===== src/rtl/mdu_pkg.sv =====
// Shared encodings and constants for the iterative multiply/divide unit.
package mdu_pkg;

    localparam logic [1:0] MDU_MULT  = 2'b00;
    localparam logic [1:0] MDU_MULTU = 2'b01;
    localparam logic [1:0] MDU_DIV   = 2'b10;
    localparam logic [1:0] MDU_DIVU  = 2'b11;

    localparam int MDU_ITER = 32;

    localparam logic [31:0] MDU_DIV0_LO = 32'hFFFF_FFFF;

    typedef enum logic [1:0] {
        IDLE = 2'd0,
        CALC = 2'd1,
        FIX  = 2'd2
    } mdu_state_e;

endpackage


===== src/rtl/mdu_step.sv =====
// One iteration of the MDU datapath: shift-add multiply or restoring divide.
module mdu_step (
    input  logic        is_div_i,
    input  logic [63:0] acc_i,
    input  logic [31:0] opb_i,
    output logic [63:0] acc_o
);

    // Multiply: acc = {partial product, remaining multiplier bits}.
    // Divide:   acc = {remainder, dividend bits shifting out / quotient bits shifting in}.
    logic [32:0] sum;
    logic [32:0] part;
    logic [32:0] trial;

    always_comb begin
        sum   = {1'b0, acc_i[63:32]} + (acc_i[0] ? {1'b0, opb_i} : 33'd0);
        part  = {acc_i[63:32], acc_i[31]};
        trial = part - {1'b0, opb_i};
        if (is_div_i) begin
            // Borrow means the trial subtract failed: keep the shifted remainder.
            if (trial[32]) acc_o = {part[31:0], acc_i[30:0], 1'b0};
            else           acc_o = {trial[31:0], acc_i[30:0], 1'b1};
        end else begin
            acc_o = {sum, acc_i[31:1]};
        end
    end

endmodule


===== src/rtl/mdu_hilo.sv =====
// Iterative MULT/MULTU/DIV/DIVU unit with the architectural HI/LO registers.
module mdu_hilo
    import mdu_pkg::*;
#(
    parameter int ITER = MDU_ITER
) (
    input  logic        clk,
    input  logic        rst_n,
    input  logic        start,
    input  logic [1:0]  op,
    input  logic [31:0] a,
    input  logic [31:0] b,
    input  logic        wr_hi,
    input  logic        wr_lo,
    input  logic [31:0] wdata,
    output logic        busy,
    output logic        done,
    output logic [31:0] hi,
    output logic [31:0] lo
);

    localparam int CW = $clog2(ITER);

    mdu_state_e  state_q, state_d;
    logic [CW-1:0] cnt_q, cnt_d;
    logic [63:0] acc_q, acc_d;
    logic [31:0] opb_q, opb_d;
    logic        is_div_q, is_div_d;
    logic        sgn_a_q, sgn_a_d;
    logic        neg_q, neg_d;
    logic        dz_q, dz_d;
    logic [31:0] hi_q, hi_d;
    logic [31:0] lo_q, lo_d;
    logic        done_q, done_d;

    logic        a_neg, b_neg;
    logic [31:0] a_abs, b_abs;
    logic [63:0] step_acc;
    logic [63:0] prod;
    logic [31:0] quo, rem;

    // Signed ops run on magnitudes; signs are re-applied in FIX.
    assign a_neg = ~op[0] & a[31];
    assign b_neg = ~op[0] & b[31];
    assign a_abs = a_neg ? (32'd0 - a) : a;
    assign b_abs = b_neg ? (32'd0 - b) : b;

    assign prod = neg_q   ? (64'd0 - acc_q)        : acc_q;
    assign quo  = neg_q   ? (32'd0 - acc_q[31:0])  : acc_q[31:0];
    assign rem  = sgn_a_q ? (32'd0 - acc_q[63:32]) : acc_q[63:32];

    mdu_step u_step (
        .is_div_i (is_div_q),
        .acc_i    (acc_q),
        .opb_i    (opb_q),
        .acc_o    (step_acc)
    );

    always_comb begin
        state_d  = state_q;
        cnt_d    = cnt_q;
        acc_d    = acc_q;
        opb_d    = opb_q;
        is_div_d = is_div_q;
        sgn_a_d  = sgn_a_q;
        neg_d    = neg_q;
        dz_d     = dz_q;
        hi_d     = hi_q;
        lo_d     = lo_q;
        done_d   = 1'b0;
        case (state_q)
            IDLE: begin
                if (wr_hi) hi_d = wdata;
                if (wr_lo) lo_d = wdata;
                if (start) begin
                    state_d  = CALC;
                    cnt_d    = '0;
                    is_div_d = op[1];
                    sgn_a_d  = a_neg;
                    neg_d    = a_neg ^ b_neg;
                    dz_d     = op[1] & (b == 32'd0);
                    acc_d    = op[1] ? {32'd0, a_abs} : {32'd0, b_abs};
                    opb_d    = op[1] ? b_abs : a_abs;
                end
            end
            CALC: begin
                acc_d = step_acc;
                cnt_d = cnt_q + 1'b1;
                if (cnt_q == CW'(ITER - 1)) state_d = FIX;
            end
            FIX: begin
                state_d = IDLE;
                done_d  = 1'b1;
                if (is_div_q) begin
                    hi_d = rem;
                    lo_d = dz_q ? MDU_DIV0_LO : quo;
                end else begin
                    hi_d = prod[63:32];
                    lo_d = prod[31:0];
                end
            end
            default: state_d = IDLE;
        endcase
    end

    always_ff @(posedge clk or negedge rst_n) begin
        if (!rst_n) begin
            state_q  <= IDLE;
            cnt_q    <= '0;
            acc_q    <= '0;
            opb_q    <= '0;
            is_div_q <= 1'b0;
            sgn_a_q  <= 1'b0;
            neg_q    <= 1'b0;
            dz_q     <= 1'b0;
            hi_q     <= '0;
            lo_q     <= '0;
            done_q   <= 1'b0;
        end else begin
            state_q  <= state_d;
            cnt_q    <= cnt_d;
            acc_q    <= acc_d;
            opb_q    <= opb_d;
            is_div_q <= is_div_d;
            sgn_a_q  <= sgn_a_d;
            neg_q    <= neg_d;
            dz_q     <= dz_d;
            hi_q     <= hi_d;
            lo_q     <= lo_d;
            done_q   <= done_d;
        end
    end

    assign busy = (state_q != IDLE);
    assign done = done_q;
    assign hi   = hi_q;
    assign lo   = lo_q;

endmodule


===== config.mk =====
export PLATFORM = sky130hd
export DESIGN_NAME = mdu_hilo
export DESIGN_NICKNAME = d
export VERILOG_FILES = /design/src/rtl/mdu_pkg.sv /design/src/rtl/mdu_step.sv /design/src/rtl/mdu_hilo.sv
export SDC_FILE = /design/constraint.sdc
export NUM_CORES = 1
export LEC_CHECK = 0
export ABC_AREA = 1
export CORE_AREA = 2 2 307 233
export CTS_BUF_LIST = sky130_fd_sc_hd__clkbuf_16
export DETAILED_ROUTE_END_ITERATION = 12
export DIE_AREA = 0 0 309 235
export SLEW_MARGIN = 10
export SYNTH_ARGS = -nofsm -noshare
export SYNTH_HDL_FRONTEND = slang
export SYNTH_SLANG_ARGS = --single-unit

===== constraint.sdc =====
create_clock -name clk -period 2.74 [get_ports clk]
set_input_delay 0.411 -clock clk [delete_from_list [all_inputs] [get_ports clk]]
set_output_delay 0.411 -clock clk [all_outputs]
set_load 0.02 [all_outputs]

==> metrics.csv, run 1 <==
stage,metric,value,unit
sta,clock skew,20.4,ps
clock_network,CTS Sinks,172,
yosys,Syn. warnings,0,
layout,# nets final,3471,
yosys,leading area contributor after synthesis,dfrtp_1,
layout,Non-Filler Instances,4255,
detailed_routing,wire per inst,19.6,um
floorplan,die width,309,um
yosys,post-synthesis cell type count,53,
yosys,Synth area leaders,"dfrtp_1 24%, nand2_1 18%, inv_1 7.7%",
place,DP Area,22000,um^2
detailed_routing,Detailed Routing Iterations Pass 1,8,
clock_network,Root Driver,clkbuf_16,
pwr,Flop pwr share,16.0,%
sta,Final Hold Fails,0,
floorplan,DIE AREA,72600,um^2
grt,grt ovf,0,
floorplan,Starting Density,25.8,%
sta,period utilization,97.6,%
yosys,post-synthesis instance area,18000,um^2
grt,total track usage,22.5,%
floorplan,Die H,235,um
detailed_routing,Routed Antenna Nets,0,
yosys,share of the yosys chip area belonging to registers,23.9,%
yosys,"EDFF count, synth",0,
clock_network,H-tree Lvls,4,
worst_setup_path,Worst Setup Start Kind,flip-flop,
clock_network,Clock transition at path regs,80,ps
yosys,Post-Syn Instances,3009,
place,Buffers on Ports,168,
layout,ratio of cells with drive above 1 in the final layout,12.7,%
sta,setup ws final,65.3,ps
pwr,PwrDens,1440,nW/um^2
place,routability cong.,1.00,
sta,relative slew slack,56.2,%
grt,first-pass GRT wire length,125000,um
pwr,combinational group share of total power,76.3,%
sta,Tmin final,2670,ps
grt,busiest grt layer,met1,
pwr,Max IR drop VDD,785,uV
yosys,Synth Register Bits,172,
grt,initial antenna violation count,0,
clock_network,worst skew pair latency,470,ps
worst_setup_path,CP endpoint kind,flip-flop,
grt,met1 Usage GRT,35.3,%
sta,RSZ-0062 raised after global routing,yes,
layout,register area,4320,um^2
detailed_routing,drc violations,0,
pwr,P_leak,0.0109,uW
layout,Final Cell Area,23000,um^2
floorplan,num rows,84,
yosys,syn nets,3184,
yosys,Mean Syn Cell Area,5.97,um^2
sta,"Setup violations, final",0,
yosys,"FFs w/ async S/R, synth",100,%
worst_setup_path,Crit Path Category,reg2reg,
worst_setup_path,data arrival time of the critical path,3020,ps
place,Placed Instances,4218,
grt,GR Util met3,5.52,%
yosys,Post-synth top flop,dfrtp_1,
grt,Global Route met2 Usage,30.8,%
detailed_routing,routed vias,21708,
floorplan,core area,69600,um^2
yosys,Synth top area share,23.9,%
worst_setup_path,"Max FO, Critical Path",18,
sta,Fmax,0.374,GHz
place,worst slack at placement,-66.1,ps
grt,largest net degree at the start of global routing,63,
clock_network,TritonCTS Buffers,17,
grt,vias in the first global route,19859,
detailed_routing,final wirelength,83400,um
layout,multi-input logic area,12100,um^2
clock_network,Clock Path Buffers,2,
pwr,sw power,18800,uW
detailed_routing,Via density,5.10,
pwr,Clk network pwr share,7.7,%
place,DP Wirelength,68900,um
pwr,Sw Share,57.0,%
layout,Synth-to-Final Area Change,27.9,%
clock_network,CTS tree,built,
outcome,status,finished clean,
layout,fillcell total,7720,
sta,Final Slew Violations,0,
sta,Slew @ Worst Pin,657,ps
detailed_routing,drt initial violations,2871,
layout,# diodes,0,
min_path,type of the worst min-delay path,in2async,
floorplan,IO Count,169,
job,max-cap violations,0,
pwr,Int Pwr,14200,uW
worst_setup_path,worst path required time,3080,ps
layout,final core utilization,33.0,%
[cells in the mapped netlist (all sizes together), types with 17 or more instances]
| library cell | instances |
|---|---|
| a21oi | 225 |
| a31oi | 17 |
| buf | 31 |
| clkbuf | 71 |
| dfrtp | 172 |
| ha | 70 |
| inv | 379 |
| nand2 | 873 |
| nand3 | 289 |
| nand4 | 46 |
| nor2 | 356 |
| nor3 | 47 |
| o211ai | 30 |
| o21ai | 216 |
| or2 | 18 |
| xor2 | 45 |
[logic make-up (layout without fill, tap and decap cells)]
logic type | after synthesis | in the layout | synth area share (%)
simple gates | 1655 | 1655 | 39.7
compound gates | 564 | 564 | 17.7
buf+inv | 486 | 786 | 10.6
xor+xnor | 60 | 60 | 2.92
flops | 172 | 172 | 23.9
fa+ha+maj | 72 | 72 | 5.10
[critical path, stage by stage, from the launching register on]
cell	delay, ps
dfrtp_1	380
buf_4	160
buf_12	150
nand2_1	60
inv_1	100
ha_4	310
buf_4	110
nand2_1	80
inv_1	70
nand3_1	160
nor2_1	230
nor2_1	100
nand3_1	90
nand2_1	40
o21ai_0	180
buf_4	170
o21bai_1	110
nand2_1	70
[layout by cell type (no fill, tap or decap), types with 17 or more instances in the layout]
master	n
inv_1	370
nand3_1	253
nand3_2	36
nor3_1	42
a31oi_1	17
nor2_2	32
a21oi_2	26
o211ai_1	28
xor2_1	43
buf_4	189
dfrtp_1	164
nand2_1	851
nand2_2	17
ha_1	59
o21ai_1	27
o21ai_0	177
nor2_1	319
nand4_1	46
a21oi_1	199
clkbuf_16	17
clkdlybuf4s50_1	167
[final timing paths]
| check | cells past startpoint | to | slack [ps] | start |
|---|---|---|---|---|
| max | 17 | acc_q[46] | 70 | acc_q[0] |
| min | 2 | hi[25] | 500 | rst_n |
| max reg2reg | 17 | acc_q[46] | 70 | acc_q[0] |
| min reg2reg | 2 | lo[22] | 500 | lo[22] |
| max in group asynchronous | 3 | acc_q[58] | 1440 | rst_n |
| min in group clk | 2 | lo[22] | 500 | lo[22] |
[metal layers]
layer	routed length [um]	up-vias
met5	64	-
met4	1150	2
met3	9660	81
met2	33000	1104
met1	39500	10102
li1	-	10419
[final cells by class]
| type | instances | share of cell area [%] |
|---|---|---|
| repair buffers | 370 | 14.5 |
| well taps | 946 | 5.15 |
| clock inverters | 15 | 0.669 |
| flip-flops and latches | 172 | 18.8 |
| multi-input cells | 2351 | 52.8 |
| clock buffers | 17 | 1.85 |
| inverters | 384 | 6.28 |
[power by group through the flow]
| stage | combinational (uW) | clock, uW | sequential [uW] |
|---|---|---|---|
| after floorplan | 14500 | 0 | 5350 |
| after global placement | 23600 | 0 | 5230 |
| after detailed placement | 23600 | 0 | 5230 |
| after CTS | 23800 | 2540 | 5180 |
| after global routing | 27400 | 2630 | 5380 |
| final | 25200 | 2540 | 5290 |
[metrics by stage]
stage	power (uW)	hold WS, ps	TNS, ps
2_1_floorplan	19900	115	0
5_1_grt	35400	515	-86.7
6_report	33000	496	0
4_1_cts	31500	495	0
3_5_place_dp	28900	433	-66.1
3_3_place_gp	28900	425	-54.5
[flip-flops by register name, summed over array words and instances (netlist names)]
register / count
acc_q: 64
cnt_q: 5
done: 1
dz_q: 1
hi: 32
is_div_q: 1
lo: 32
neg_q: 1
opb_q: 32
sgn_a_q: 1
state_q: 2
[timing repair]
item | 4_1_cts | 5_1_grt
endpoints found under the hold margin | 51 | 0
setup buffers | 0 | 4
hold buffers | 1 | 0
gates resized for setup | 3 | 97
pin swaps | 0 | 7
endpoints found under the setup margin | 2 | 46
Note: power is estimated with default switching activity, not from simulation.
==> run 2: changes to the inputs <==
--- a/config.mk
+++ b/config.mk
@@ -6,6 +6,7 @@
 export NUM_CORES = 1
 export LEC_CHECK = 0
 export ABC_AREA = 1
+export ABC_CLOCK_PERIOD_IN_PS = 2740
 export CORE_AREA = 2 2 307 233
 export CTS_BUF_LIST = sky130_fd_sc_hd__clkbuf_16
 export DETAILED_ROUTE_END_ITERATION = 12
==> results of run 2 <==
The final DEF is identical to that of run 1; final timing and power are the same.
